<file path="config.mk">
export PLATFORM = sky130hd
export DESIGN_NAME = enemy_dir_ctrl_flat
export DESIGN_NICKNAME = d
export VERILOG_FILES = /design/src/rtl/enemy_dir_ctrl_if.sv /design/src/rtl/enemy_dir_ctrl.sv /design/src/flat_wrapper.sv
export SDC_FILE = /design/constraint.sdc
export NUM_CORES = 1
export LEC_CHECK = 0
export ABC_CLOCK_PERIOD_IN_PS = 6000
export CELL_PAD_IN_SITES_DETAIL_PLACEMENT = 0
export CELL_PAD_IN_SITES_GLOBAL_PLACEMENT = 2
export CORE_ASPECT_RATIO = 1.1
export CORE_MARGIN = 2
export CORE_UTILIZATION = 36
export CTS_BUF_LIST = sky130_fd_sc_hd__clkbuf_16
export DETAILED_ROUTE_END_ITERATION = 8
export GPL_TIMING_DRIVEN = 0
export PLACE_DENSITY_LB_ADDON = 0.1
export SLEW_MARGIN = 20
export SYNTH_ARGS = -nofsm -noshare
export SYNTH_HDL_FRONTEND = slang
export SYNTH_SLANG_ARGS = --single-unit
</file>
<file path="constraint.sdc">
create_clock -name clk -period 6 [get_ports clk]
set_input_delay 0.6 -clock clk [delete_from_list [all_inputs] [get_ports clk]]
set_output_delay 0.6 -clock clk [all_outputs]
set_load 0.005 [all_outputs]
</file>
<file path="src/rtl/enemy_dir_ctrl_if.sv">
// rtl/enemy_dir_ctrl_if.sv - frame/collision inputs and direction-key outputs of enemy_dir_ctrl
interface enemy_dir_ctrl_if;
  logic       startOfFrame;
  logic       enable;
  logic       column_collision;
  logic [3:0] HitEdgeCode;
  logic       up_direction_key;
  logic       down_direction_key;
  logic       left_direction_key;
  logic       right_direction_key;
  logic [1:0] current_dir;
  logic [7:0] turn_count;

  modport master (
    output startOfFrame, enable, column_collision, HitEdgeCode,
    input  up_direction_key, down_direction_key, left_direction_key, right_direction_key,
    input  current_dir, turn_count
  );

  modport slave (
    input  startOfFrame, enable, column_collision, HitEdgeCode,
    output up_direction_key, down_direction_key, left_direction_key, right_direction_key,
    output current_dir, turn_count
  );
endinterface

</file>
<file path="src/rtl/enemy_dir_ctrl.sv">
// rtl/enemy_dir_ctrl.sv - enemy wander controller: hold a direction, turn on wall hits or timeouts
module enemy_dir_ctrl #(
  parameter logic [1:0]  INIT_DIR     = 2'd1,
  parameter int          HOLD_FRAMES  = 16,
  parameter int          STALL_FRAMES = 2,
  parameter logic [15:0] LFSR_SEED    = 16'hACE1
) (
  input logic             clk,
  input logic             resetN,
  enemy_dir_ctrl_if.slave bus
);
  localparam int HOLD_W  = (HOLD_FRAMES < 1) ? 1 : $clog2(HOLD_FRAMES + 1);
  localparam int STALL_W = (STALL_FRAMES < 1) ? 1 : $clog2(STALL_FRAMES + 1);
  localparam logic [HOLD_W-1:0]  HOLD_LOAD  = HOLD_W'(HOLD_FRAMES);
  localparam logic [STALL_W-1:0] STALL_LOAD = STALL_W'(STALL_FRAMES);
  localparam logic [15:0]        LFSR_TAPS  = 16'hB400;

  typedef enum logic [1:0] {IDLE_ST, MOVE_ST, TURN_ST, STALL_ST} state_t;

  state_t              state_q, state_d;
  logic [1:0]          dir_q, dir_d;
  logic [7:0]          turn_cnt_q, turn_cnt_d;
  logic [HOLD_W-1:0]   hold_cnt_q, hold_cnt_d;
  logic [STALL_W-1:0]  stall_cnt_q, stall_cnt_d;
  logic                hit_flag_q, hit_flag_d;
  logic                hit_cause_q, hit_cause_d;
  logic [15:0]         lfsr_q, lfsr_d;
  logic [3:0]          keys_q, keys_d;  // {up, down, left, right}

  logic [3:0] lead_code;
  logic       lead_hit;
  logic [1:0] rand_dir;

  // Only the edge the sprite is travelling into counts as a wall hit.
  always_comb begin
    lead_code = 4'b0000;
    case (dir_q)
      2'd0: lead_code = 4'b1000;
      2'd1: lead_code = 4'b0100;
      2'd2: lead_code = 4'b0001;
      2'd3: lead_code = 4'b0010;
      default: lead_code = 4'b0000;
    endcase
  end

  assign lead_hit = bus.column_collision && (bus.HitEdgeCode == lead_code);
  assign rand_dir = lfsr_q[1:0];

  always_comb begin
    state_d     = state_q;
    dir_d       = dir_q;
    turn_cnt_d  = turn_cnt_q;
    hold_cnt_d  = hold_cnt_q;
    stall_cnt_d = stall_cnt_q;
    hit_flag_d  = hit_flag_q;
    hit_cause_d = hit_cause_q;
    lfsr_d      = {1'b0, lfsr_q[15:1]} ^ (lfsr_q[0] ? LFSR_TAPS : 16'h0000);

    case (state_q)
      IDLE_ST: begin
        if (bus.startOfFrame && bus.enable) begin
          state_d    = MOVE_ST;
          dir_d      = INIT_DIR;
          hold_cnt_d = HOLD_LOAD;
        end
      end
      MOVE_ST: begin
        if (bus.startOfFrame) begin
          if (hit_flag_q || lead_hit) begin
            state_d     = TURN_ST;
            hit_cause_d = 1'b1;
          end else if (hold_cnt_q == '0) begin
            state_d     = TURN_ST;
            hit_cause_d = 1'b0;
          end else begin
            hold_cnt_d = hold_cnt_q - HOLD_W'(1);
          end
        end else if (lead_hit) begin
          hit_flag_d = 1'b1;
        end
      end
      TURN_ST: begin
        if (hit_cause_q) begin
          dir_d       = lfsr_q[0] ? (dir_q - 2'd1) : (dir_q + 2'd1);
          state_d     = STALL_ST;
          stall_cnt_d = STALL_LOAD;
        end else begin
          // A random pick that would reverse the sprite keeps the old heading.
          if (rand_dir != dir_q + 2'd2) begin
            dir_d = rand_dir;
          end
          state_d = MOVE_ST;
        end
        hold_cnt_d = HOLD_LOAD;
        hit_flag_d = 1'b0;
        if (turn_cnt_q != 8'hFF) begin
          turn_cnt_d = turn_cnt_q + 8'd1;
        end
      end
      STALL_ST: begin
        if (bus.startOfFrame) begin
          if (stall_cnt_q != '0) begin
            stall_cnt_d = stall_cnt_q - STALL_W'(1);
          end
          if (stall_cnt_q <= STALL_W'(1)) begin
            state_d = MOVE_ST;
          end
        end
      end
      default: state_d = IDLE_ST;
    endcase

    if (state_q != IDLE_ST && !bus.enable) begin
      state_d    = IDLE_ST;
      hit_flag_d = 1'b0;
      dir_d      = dir_q;
      turn_cnt_d = turn_cnt_q;
    end
  end

  // Keys are decoded from the next state so they line up with the state register.
  always_comb begin
    keys_d = 4'b0000;
    if (state_d == MOVE_ST) begin
      case (dir_d)
        2'd0: keys_d = 4'b1000;
        2'd1: keys_d = 4'b0001;
        2'd2: keys_d = 4'b0100;
        2'd3: keys_d = 4'b0010;
        default: keys_d = 4'b0000;
      endcase
    end
  end

  always_ff @(posedge clk) begin
    if (!resetN) begin
      state_q     <= IDLE_ST;
      dir_q       <= INIT_DIR;
      turn_cnt_q  <= '0;
      hold_cnt_q  <= HOLD_LOAD;
      stall_cnt_q <= '0;
      hit_flag_q  <= 1'b0;
      hit_cause_q <= 1'b0;
      lfsr_q      <= LFSR_SEED;
      keys_q      <= '0;
    end else begin
      state_q     <= state_d;
      dir_q       <= dir_d;
      turn_cnt_q  <= turn_cnt_d;
      hold_cnt_q  <= hold_cnt_d;
      stall_cnt_q <= stall_cnt_d;
      hit_flag_q  <= hit_flag_d;
      hit_cause_q <= hit_cause_d;
      lfsr_q      <= lfsr_d;
      keys_q      <= keys_d;
    end
  end

  assign bus.up_direction_key    = keys_q[3];
  assign bus.down_direction_key  = keys_q[2];
  assign bus.left_direction_key  = keys_q[1];
  assign bus.right_direction_key = keys_q[0];
  assign bus.current_dir         = dir_q;
  assign bus.turn_count          = turn_cnt_q;
endmodule
</file>
<file path="src/flat_wrapper.sv">
// flat-port wrapper written by rule: the top's interface ports become plain ports
module enemy_dir_ctrl_flat 
#(
  parameter logic [1:0]  INIT_DIR     = 2'd1,
  parameter int          HOLD_FRAMES  = 16,
  parameter int          STALL_FRAMES = 2,
  parameter logic [15:0] LFSR_SEED    = 16'hACE1
)
  (clk, resetN, bus_startOfFrame, bus_enable, bus_column_collision, bus_HitEdgeCode, bus_up_direction_key, bus_down_direction_key, bus_left_direction_key, bus_right_direction_key, bus_current_dir, bus_turn_count);
  enemy_dir_ctrl_if bus_i ();
  input logic clk;
  input logic resetN;
  input wire logic [$bits(bus_i.startOfFrame)-1:0] bus_startOfFrame;
  input wire logic [$bits(bus_i.enable)-1:0] bus_enable;
  input wire logic [$bits(bus_i.column_collision)-1:0] bus_column_collision;
  input wire logic [$bits(bus_i.HitEdgeCode)-1:0] bus_HitEdgeCode;
  output wire logic [$bits(bus_i.up_direction_key)-1:0] bus_up_direction_key;
  output wire logic [$bits(bus_i.down_direction_key)-1:0] bus_down_direction_key;
  output wire logic [$bits(bus_i.left_direction_key)-1:0] bus_left_direction_key;
  output wire logic [$bits(bus_i.right_direction_key)-1:0] bus_right_direction_key;
  output wire logic [$bits(bus_i.current_dir)-1:0] bus_current_dir;
  output wire logic [$bits(bus_i.turn_count)-1:0] bus_turn_count;
  assign bus_i.startOfFrame = bus_startOfFrame;
  assign bus_i.enable = bus_enable;
  assign bus_i.column_collision = bus_column_collision;
  assign bus_i.HitEdgeCode = bus_HitEdgeCode;
  assign bus_up_direction_key = bus_i.up_direction_key;
  assign bus_down_direction_key = bus_i.down_direction_key;
  assign bus_left_direction_key = bus_i.left_direction_key;
  assign bus_right_direction_key = bus_i.right_direction_key;
  assign bus_current_dir = bus_i.current_dir;
  assign bus_turn_count = bus_i.turn_count;
  enemy_dir_ctrl #(.INIT_DIR(INIT_DIR), .HOLD_FRAMES(HOLD_FRAMES), .STALL_FRAMES(STALL_FRAMES), .LFSR_SEED(LFSR_SEED)) u_core (.clk(clk), .resetN(resetN), .bus(bus_i));
endmodule
</file>
==> out/results.tsv <==
metric	value	unit
syn_area_per_cell	9.40	µm²
p_per_area	276	nW/µm²
cpPeakStageDelay	0.58	ns
drive_gt1_frac	0.0667	
synth_edf_count	0	
grt_start_max_net_pins	15	
place.gp.congestion	0.787	
grt_antenna_before_repair	0	
fillers	474	
synthTopCellsByArea	dfxtp_1 (45%), ha_1 (6.1%), and2_1 (5.1%), xnor2_1 (4.3%), xor2_1 (3.3%)	
worstSetupStartpointType	primary input	
clock-sinks	41	
endpoint_kind	register	
arrival	2.49	ns
period_needed	2.32	ns
post-route-period-util	0.387	
ir_drop	0.162	mV
max_slew.worst_pin.slew	0.475	ns
final_antenna_net_count	0	
setup_ws	3.68	ns
synth-seq-area-share	0.448	
r2r_end	u_core.hold_cnt_q[4]	
clkPwrFrac	0.482	
dp_slack	3.38	ns
wl_per_cell	12.8	µm
ys_ff_latch	41	
multi_input_area	950	µm²
path_cells	clkdlybuf4s50_1 -> nand3b_1 -> o32a_1 -> a211o_1 -> o21ai_1 -> or3b_1	
syn_to_final_growth	25.3	%
synth_cell_type_count	46	
clockRootBuffer	clkbuf_16	
critical_path.top_delay_family	compound AO/OA/AOI/OAI gates	
overflow	0	
path_clk_slew	0.06	ns
p_int	0.500	mW
placed_cells	275	
io_buffers	22	
status	finished clean	
combinationalPowerShare	0.065	
drcViolationCount	0	
tns	0	ns
min_from	u_core.lfsr_q[8]	
yosysWarnings	0	
finalWirelength	3630	µm
holdPathStages	1	
drv_cap	0	
crit_buf_inv	1	
viasPerCell	4.91	
placementRows	27	
dp_hpwl	2740	µm
post-route-util	0.463	
syn_nets	213	
via_count	1389	
power_frac_seq	0.453	
hold_class	register to register	
dieHeight	78.8	µm
p_switching	0.133	mW
clock_skew	0.00358	ns
fmax	0.430	GHz
firstDrtPassIters	4	
cp_max_fo	6	
yosysMostFrequentCell	dfxtp_1	
hold_buffers	0	
reg2reg_from	u_core.hold_cnt_q[0]	
cts.repair.resized	0	
cts_tree	done	
min_to	u_core.lfsr_q[7]	
hold_viol_final	0	
crit_required	6.16	ns
clk_latency	0.28	ns
slew_violations	0	
syn_area	1830	µm²
postPlaceCellArea	2130	µm²
drtIter0Drc	40	
final_area	2300	µm²
yosys-top-cells-count	dfxtp_1 (41), and2_1 (15), nand2_1 (11), nor2_1 (11), inv_1 (10)	
cts_setup_buffers	0	
fp.dieW	72.0	µm
grt_pass1_wl	6090	µm
start_util	0.369	
cts_buffers	5	
synth_top_area_share	0.448	
slew_headroom	0.684	
coreArea	4970	µm²
cts.htree.levels	2	
crit_type	primary input to register	
diodes	0	
stdcell_count	283	
synth_area_leader_cell	dfxtp_1	
synth_ff_type	dfxtp_1	
io-pin-count	23	
critPathSlowestCell	clkdlybuf4s50_1	
setup_viol	0	
p_leak	0.943	nW
synthCells	195	
rr_worst_depth	7	
grt_pass1_vias	1298	
async_flop_share	0	
ff2ff_setup_slack	3.93	ns
dieArea	5680	µm²
clock_path_buffers	2	
layout.nets	242	
swShare	0.211	
grtUsageTotal	0.138	
seq_area	821	µm²
rsz0062_at_grt	false	
-- power groups by stage --
| stage | Combinational, mW | Clock [mW] | Sequential, mW |
|---|---|---|---|
| final | 0.0409 | 0.305 | 0.287 |
| after global routing | 0.0463 | 0.326 | 0.288 |
| after CTS | 0.0417 | 0.312 | 0.287 |
| after detailed placement | 0.0413 | 0 | 0.293 |
| after global placement | 0.0406 | 0 | 0.293 |
| after floorplan | 0.0271 | 0 | 0.292 |
-- stage by stage --
step | hold slack [ns] | total power, mW
global route | 0.428 | 0.661
floorplan | 0.386 | 0.319
detailed placement | 0.405 | 0.334
finish | 0.413 | 0.633
global placement | 0.396 | 0.334
CTS | 0.421 | 0.640
-- cells in the final DEF, fill, tap and decap left out, types with 2 or more instances in the layout --
cell,synthesis,routed
o21a_1,2,2
o21ai_0,3,3
o22ai_1,2,2
nand3b_1,2,2
inv_1,10,10
nand2b_1,7,7
xor2_1,7,7
clkbuf_16,0,5
nor2b_1,6,6
ha_1,9,9
nand2_1,11,11
nor3_1,8,8
clkbuf_1,4,4
clkdlybuf4s50_1,0,22
nand3_1,7,7
dfxtp_1,41,41
a21oi_1,5,5
and3_1,4,4
mux2i_1,2,2
nor2_1,11,11
buf_2,2,2
and2_1,15,15
xnor2_1,9,9
o21ai_1,4,4
-- area by class of cell --
cell class	count	share of cell area
inverter	10	0.0163
clock inverter	3	0.0202
clock buffer	5	0.0545
buffer	6	0.0109
sequential	41	0.357
tap	58	0.0316
timing repair buffer	22	0.0959
multi-input combinational	138	0.413
-- metal layers --
metal,share of wire,wire (µm),vias up,track usage
met3,0.038,138,6,0.0381
met5,0,0,-,0
met1,0.48,1750,638,0.175
met2,0.47,1690,21,0.223
li1,-,-,724,-
met4,0.014,52,0,0.0509
-- registers in the layout, indices dropped and copies added (netlist names) --
signal / cells
u_core.bus.current_dir: 2
u_core.hit_cause_q: 1
u_core.bus.turn_count: 8
u_core.hold_cnt_q: 5
u_core.keys_q: 4
u_core.hit_flag_q: 1
u_core.lfsr_q: 16
u_core.state_q: 2
u_core.stall_cnt_q: 2
-- worst max-delay path by stage --
stage / depth (start not counted) / slack [ns] / endpoint / startpoint
floorplan: 7 / 4.06 / u_core.hold_cnt_q[4] / u_core.hold_cnt_q[0]
global placement: 6 / 3.39 / u_core.hold_cnt_q[4] / bus_startOfFrame
detailed placement: 6 / 3.38 / u_core.hold_cnt_q[4] / bus_startOfFrame
CTS: 6 / 3.67 / u_core.hold_cnt_q[4] / bus_startOfFrame
global route: 6 / 3.57 / u_core.hold_cnt_q[4] / bus_startOfFrame
finish: 6 / 3.68 / u_core.hold_cnt_q[4] / bus_startOfFrame
-- logic make-up (layout without fill, tap and decap cells) --
family | count (synthesis) | in the layout | synth area share
and+or+nand+nor | 81 | 81 | 0.251
DFF | 41 | 41 | 0.448
AOI/OAI and AO/OA | 29 | 29 | 0.113
xor gates and xnor gates | 16 | 16 | 0.0765
buffers and inverters | 16 | 46 | 0.0341
adders and majority gates | 9 | 9 | 0.0614
muxes | 3 | 3 | 0.0171
Note: power is estimated with default switching activity, not from simulation.
